$ cat config.mk
export PLATFORM = sky130hd
export DESIGN_NAME = regfile_wb_buffer
export DESIGN_NICKNAME = d
export VERILOG_FILES = /design/src/rtl/regfile_wb_buffer.sv
export SDC_FILE = /design/constraint.sdc
export NUM_CORES = 1
export LEC_CHECK = 0
export BUFFER_PORTS_ARGS = -buffer_cell sky130_fd_sc_hd__buf_4
export CELL_PAD_IN_SITES_DETAIL_PLACEMENT = 0
export CELL_PAD_IN_SITES_GLOBAL_PLACEMENT = 1
export CORE_MARGIN = 8
export CORE_UTILIZATION = 46
export DETAILED_ROUTE_END_ITERATION = 10
export PLACE_DENSITY = 0.8
export REMOVE_ABC_BUFFERS = 1
export SLEW_MARGIN = 20
export SYNTH_ARGS = -nofsm -noshare
export SYNTH_HDL_FRONTEND = slang
export SYNTH_SLANG_ARGS = --single-unit
$ cat constraint.sdc
create_clock -name clk -period 3 [get_ports clk]
set_input_delay 0.15 -clock clk [delete_from_list [all_inputs] [get_ports clk]]
set_output_delay 0.15 -clock clk [all_outputs]
set_load 0.05 [all_outputs]
$ cat src/rtl/regfile_wb_buffer.sv
// regfile_wb_buffer: merges ALU (A, priority) and load-unit (B) write-backs into one register-file write port.
// Optional forwarding of the youngest pending data to the read ports when WB_FORWARD_EN is defined.
module regfile_wb_buffer #(
    parameter int BITSIZE  = 64,
    parameter int REGSIZE  = 32,
    parameter int DEPTH    = 4,
    parameter int ZERO_REG = 31,
    localparam int SELW = $clog2(REGSIZE),
    localparam int PW   = $clog2(DEPTH),
    localparam int CW   = $clog2(DEPTH) + 1
) (
    input  logic               clk,
    input  logic               rst,
    input  logic               a_valid,
    input  logic [SELW-1:0]    a_sel,
    input  logic [BITSIZE-1:0] a_data,
    output logic               a_ready,
    input  logic               b_valid,
    input  logic [SELW-1:0]    b_sel,
    input  logic [BITSIZE-1:0] b_data,
    output logic               b_ready,
    output logic               WriteEnable,
    output logic [SELW-1:0]    WriteSelect,
    output logic [BITSIZE-1:0] WriteData,
    input  logic [SELW-1:0]    ReadSelect1,
    input  logic [SELW-1:0]    ReadSelect2,
    output logic               hazard1,
    output logic               hazard2,
    output logic [CW-1:0]      count
`ifdef WB_FORWARD_EN
    ,
    output logic [BITSIZE-1:0] fwd_data1,
    output logic [BITSIZE-1:0] fwd_data2
`endif
);
    localparam logic [CW-1:0]   FULL = CW'(DEPTH);
    localparam logic [SELW-1:0] ZSEL = SELW'(ZERO_REG);

    logic [SELW-1:0]    sel_q  [DEPTH];
    logic [BITSIZE-1:0] data_q [DEPTH];
    logic [DEPTH-1:0]   valid_q;
    logic [PW-1:0]      rd_ptr, wr_ptr, b_slot;
    logic               a_enq, b_enq, deq;

    // Ready looks only at start-of-cycle occupancy; B must leave room for A
    assign a_ready = count < FULL;
    assign b_ready = a_valid ? (count <= FULL - CW'(2)) : (count < FULL);
    assign a_enq   = a_valid && a_ready && a_sel != ZSEL;
    assign b_enq   = b_valid && b_ready && b_sel != ZSEL;
    assign deq     = count != '0;
    assign b_slot  = wr_ptr + PW'(a_enq);

    assign WriteEnable = deq;
    assign WriteSelect = deq ? sel_q[rd_ptr] : '0;
    assign WriteData   = deq ? data_q[rd_ptr] : '0;

    always_ff @(posedge clk or negedge rst) begin
        if (!rst) begin
            count   <= '0;
            rd_ptr  <= '0;
            wr_ptr  <= '0;
            valid_q <= '0;
            for (int i = 0; i < DEPTH; i++) begin
                sel_q[i]  <= '0;
                data_q[i] <= '0;
            end
        end else begin
            if (deq) begin
                valid_q[rd_ptr] <= 1'b0;
                rd_ptr          <= rd_ptr + PW'(1);
            end
            if (a_enq) begin
                sel_q[wr_ptr]   <= a_sel;
                data_q[wr_ptr]  <= a_data;
                valid_q[wr_ptr] <= 1'b1;
            end
            if (b_enq) begin
                sel_q[b_slot]   <= b_sel;
                data_q[b_slot]  <= b_data;
                valid_q[b_slot] <= 1'b1;
            end
            wr_ptr <= wr_ptr + PW'(a_enq) + PW'(b_enq);
            count  <= count + CW'(a_enq) + CW'(b_enq) - CW'(deq);
        end
    end

    always_comb begin
        hazard1 = 1'b0;
        hazard2 = 1'b0;
        for (int i = 0; i < DEPTH; i++) begin
            hazard1 = hazard1 | (valid_q[i] && sel_q[i] == ReadSelect1 && ReadSelect1 != ZSEL);
            hazard2 = hazard2 | (valid_q[i] && sel_q[i] == ReadSelect2 && ReadSelect2 != ZSEL);
        end
    end

`ifdef WB_FORWARD_EN
    // Walk oldest to youngest so the last match is the youngest pending value
    always_comb begin
        fwd_data1 = '0;
        fwd_data2 = '0;
        for (int i = 0; i < DEPTH; i++) begin
            if (valid_q[rd_ptr + PW'(i)] && sel_q[rd_ptr + PW'(i)] == ReadSelect1)
                fwd_data1 = data_q[rd_ptr + PW'(i)];
            if (valid_q[rd_ptr + PW'(i)] && sel_q[rd_ptr + PW'(i)] == ReadSelect2)
                fwd_data2 = data_q[rd_ptr + PW'(i)];
        end
    end
`endif
endmodule

After elaboration in Yosys (flattened, before gate mapping):

Cells that the tools add are included.

* register bits: 287
* input port bits: 152
* output and inout port bits: 77
* logic and storage cells: 116

* $add $sub $neg: 6
* $lt $le $gt $ge: 13
* equality and inequality tests: 12
* muxes and demuxes: 34
* bitwise gates (word level): 13
* reduce and logical (&&, ||, !) cells: 26

Operator list (number)
* $bwmux W256: 2
* $mux W256: 2
* $mux W64: 5
* $demux W64 S2: 2
* $bmux W64 S2: 1
* $bwmux W20: 2
* $eq A5 B5 Y1: 8
* $mux W20: 2
* $logic_and A1 B1 Y1: 25
* $mux W5: 5
* $demux W5 S2: 2
* $ne A5 B5 Y1 const B: 4
* $mux W4: 3
* $bmux W5 S2: 1
* $ge A3 B3 Y1 const B: 3
* $lt A2 B3 Y1 const B: 3
* $not A2 Y3: 3
* $or A4 B4 Y4: 2
* $add A3 B1 Y3: 2
* $demux W1 S2: 3
* $ge A2 B1 Y1 const B: 3
* $lt A3 B1 Y1 const B: 2
* $or A1 B1 Y1: 6
* $add A2 B1 Y2: 2
* other kinds (8): 11

Logic depth before layout (Yosys ltp):

* depth after elaboration: 11
* gate-level depth with buffers: 11

Least setup slack after synthesis:

Ideal clock, no wire load.

* path kind: register to register
* from: reg count[2]
* to: reg count[2]
* arrival time: 3136 ps
* setup slack: -258 ps
* stages on the path, launching flop included: 10
* clock period less this slack: 3258 ps
* path through: dfrtp_1 -> or3_1 -> clkbuf_1 -> clkbuf_1 -> ha_1 -> xnor2_1 -> ha_1 -> a21o_1 -> fa_1 -> xnor2_1

* elaborated cells between the ends (all ways): 11
* those cells by class: add/sub: 3; order compare: 2; mux: 1; reduce/logical: 5

RTL lines
* start: declaration: RTL line 29 `output logic [CW-1:0] count`
* start signal: assignment: RTL line 83 `count <= count + CW'(a_enq) + CW'(b_enq) - CW'(deq);`
* $reduce_bool A3 Y1: RTL line 50 `assign deq = count != '0;`
* named net WriteEnable: RTL line 22 `output logic WriteEnable,`
* $sub A3 B1 Y3: RTL line 83

The timed path passes the listed nets, and every way through them passes these cells.
A chain may end at the register's enable or synchronous reset.

Worst setup path in the final report:

* from: reg count[2]
* to: reg data_q[58] in the netlist's numbering

* word-level cells in the longest chain between the ends: 11
* elaborated cells between the ends (all ways): 17
* those cells by class: add/sub: 1; order compare: 4; mux: 6; bitwise: 1; reduce/logical: 5

RTL lines
* $lt A3 B3 Y1: RTL line 46, 47
* $logic_and A1 B1 Y1 (2 in a row): RTL line 48 `assign a_enq = a_valid && a_ready && a_sel != ZSEL;`
* $add A2 B1 Y2: RTL line 51 `assign b_slot = wr_ptr + PW'(a_enq);`
* $not A2 Y3 (not written as such): RTL line 79 `data_q[b_slot] <= b_data;`
* $ge A3 B3 Y1 (not written as such) or $lt A3 B1 Y1 (tied branches): RTL line 79
* $logic_and A1 B1 Y1 (not written as such): RTL line 79
* $mux W64 (not written as such): RTL line 79
* $demux W64 S2: RTL line 79
* $bwmux W256: RTL line 79
* $mux W256 *: RTL line 77 `if (b_enq) begin`
* end signal: indexed assignment: RTL line 74 `data_q[wr_ptr] <= a_data;`
* end signal: indexed assignment: RTL line 79
* end: declaration: RTL line 40 `logic [BITSIZE-1:0] data_q [DEPTH];`

Mark *: on every way between the ends. The rest lies on a longest branch, timed or not.

==> metrics.md <==
| Metric | Value |
|---|---|
| Max-slew headroom | 34.2% |
| Synth unique cells | 41 |
| First-pass GRT wire length | 75000 µm |
| Setup Skew | 0.0168 ns |
| Element type at the critical path start | flip-flop |
| Tot GR Track Use | 22.4% |
| Crit-path max FO | 73 |
| Synth warnings | 0 |
| Int Pwr | 14.9 mW |
| WP data required | 3.38 ns |
| Overflow left after global routing | 0 |
| Most common cell after layout, fill and taps aside | dfrtp_1 |
| Max Freq | 0.348 GHz |
| Core Box Area | 34400 µm² |
| H-Tree Depth | 2 |
| DIE HEIGHT | 203 µm |
| Root Driver | clkbuf_16 |
| Syn-to-layout area delta | 33.3% |
| Register bit total from synthesis | 287 |
| CTS max path bufs | 3 |
| Largest net degree at the start of global routing | 84 |
| Worst slew pin tran | 0.987 ns |
| Worst VDD drop | 1290 µV |
| Seq/Total Area, Yosys | 44.9% |
| Yosys top cell area share | 44.9% |
| Setup CP Type | reg2reg |
| Final Slew Violations | 0 |
| Net Switching | 11.4 mW |
| Layout cells sized above 1 | 20.7% |
| CTS tree | built |
| Clk Latency, worst-skew pair | 0.50 ns |
| Initial Util | 46.6% |
| Final setup TNS | 0 ns |
| Synth Instances | 1500 |
| Worst hold slack | 0.0270 ns |
| FP Rows | 68 |
| Most frequent cells in the layout | dfrtp_1 (285), mux2i_1 (276), buf_4 (240), dlygate4sd3_1 (206), nand2_1 (150) |
| Outcome | finished clean |
| Syn avg cell area | 10.7 µm² |
| CP Capture Type | flip-flop |
| Area contributors post-synth | dfrtp_1 (45%), mux2i_1 (17%), mux4_2 (9.7%), a21oi_1 (4.4%), nand2_1 (3.5%) |
| CTS buffer count | 35 |
| Type of the most critical hold path | in2reg |
| Vias in the first global route | 13400 |
| Worst R2R Setup Slack | 0.13 ns |
| Vias per cell | 5.36 |
| Clk slew on worst S/H paths | 0.06 ns |
| Max-Cap Viols | 0 |
| Die W | 203 µm |
| Total number of vias | 12700 |
| Final setup fails | 0 |
| Io pins | 229 |
| Comb pwr share | 57.5% |
| Net Sw Frac | 43.2% |
| Period utilization | 95.7% |
| Post-layout min period | 2.87 ns |
| 1st-iter DRT viols | 620 |
| Hold Vio Cnt, Final | 0 |
| Leading area contributor after synthesis | dfrtp_1 |
| Drt wl/cell | 19.9 µm |
| Clock network power share | 15.4% |
| PD cells | 1230 nW/µm² |
| P_leak | 8.63 nW |
| Final nets | 2043 |
| Routed WL | 46900 µm |
| Initial antenna violation count | 3 |
| Power share of the sequential group | 27.1% |
| CTS Sinks | 287 |
| PortBufs | 228 |
| Detail Placement HPWL | 28200 µm |
| CP arrival | 3.25 ns |
| Initial DRT Pass Iterations | 7 |
| DRC violations left | 0 |
| Post-Syn Area | 16000 µm² |
| GPL Wtd Cong | 0.849 |
| Die area | 41000 µm² |
| Antenna violation net count after detailed routing | 0 |
final cells by class:
cell class                      count  area, µm²
Fill cell                        2857      13000
Clock buffer                       56       1040
Clock inverter                      3       43.8
Antenna cell                        3       7.51
Timing Repair Buffer              470       4330
Inverter                            9       33.8
Sequential cell                   287       7190
Tap cell                          455        569
Multi-Input combinational cell   1078       8110
routing by layer:
layer	track usage, %	routed length [µm]	part of all wire [%]
met2	37.7	22800	49
met5	0	0	0
met4	5.36	865	1.8
met1	30.0	21000	45
met3	3.46	2180	4.6
state kept, by name, indices dropped and copies added, names as in the netlist:
name	flops
sel_q	20
data_q	256
wr_ptr	2
valid_q	4
rd_ptr	2
count	3
final timing paths:
check                              end        start  cells after the start
max reg2reg                 data_q[58]     count[2]                      8
min reg2reg                data_q[174]  data_q[174]                      2
min in group asynchronous  data_q[245]          rst                      2
max                         data_q[58]     count[2]                      8
min                          sel_q[15]     a_sel[0]                      3
max in group asynchronous    rd_ptr[0]          rst                      3
worst max-delay path, stage by stage, from the launching register on:
cell and delay (ns):
dfrtp_1 0.41, nor2b_1 0.14, o21a_1 0.19, ha_1 0.26, xnor2_4 0.12, a2111oi_4 0.48
buf_12 0.33, o21ai_0 0.16, dlygate4sd3_1 0.59
what timing repair did:
action | 4_1_cts | 5_1_grt
resized for setup | 0 | 3
buffers inserted | 0 | 2
hold buffers | 206 | 0
setup endpoints to repair | 0 | 19
endpoints found under the hold margin | 344 | 0
synthesized netlist by cell type:
master,instances
nand2_1,150
buf_1,2
dfrtp_1,287
or3_1,1
o21a_1,1
nor4_1,8
o21ai_2,1
clkbuf_1,33
ha_1,9
fa_1,1
a2111o_1,1
xnor2_2,1
nor2b_1,1
a21o_1,2
o21ai_0,112
and4_1,2
nand4_1,1
xnor2_1,12
mux4_2,69
buf_6,17
nor2_1,138
inv_2,1
buf_2,56
a211oi_2,1
inv_1,8
clkbuf_4,1
mux2i_1,276
a31oi_1,2
nand3_1,9
o21ai_1,27
nor3_1,1
nor3b_1,2
buf_4,11
and2_1,69
a211o_1,3
nand2b_1,1
a2111oi_4,1
clkbuf_2,6
xor2_1,32
and3_1,3
a21oi_1,141
stage by stage:
stage	instance area (µm²)	total power, mW	util, %	instances	worst slack [ns]
final	21300	26.3	62.1	2361	0.128
after global routing	21300	27.9	62.1	2361	-0.0139
after CTS	21300	26.4	61.9	2354	0.164
after detailed placement	18100	21.3	52.7	2089	0.604
after global placement	18100	21.0	52.7	2089	0.617
after floorplan	15300	17.4	-	1374	-6.10
power groups by stage:
stage,combinational [mW],clock [mW],sequential [mW]
after floorplan,10.3,0,7.10
after global placement,13.9,0,7.08
after detailed placement,14.1,0,7.15
after CTS,15.1,4.14,7.10
after global routing,16.2,4.29,7.36
final,15.1,4.05,7.12
kinds of logic after synthesis:
logic type                 Yosys count  synth area share (%)
muxes                              345                  27.0
xor gates and xnor gates            45                  2.51
AOI/OAI and AO/OA                  292                  9.52
buffers and inverters              135                  4.73
adders and majority gates           10                 0.829
DFF                                287                  44.9
and+or+nand+nor                    386                  10.6
Note: power is estimated with default switching activity, not from simulation.
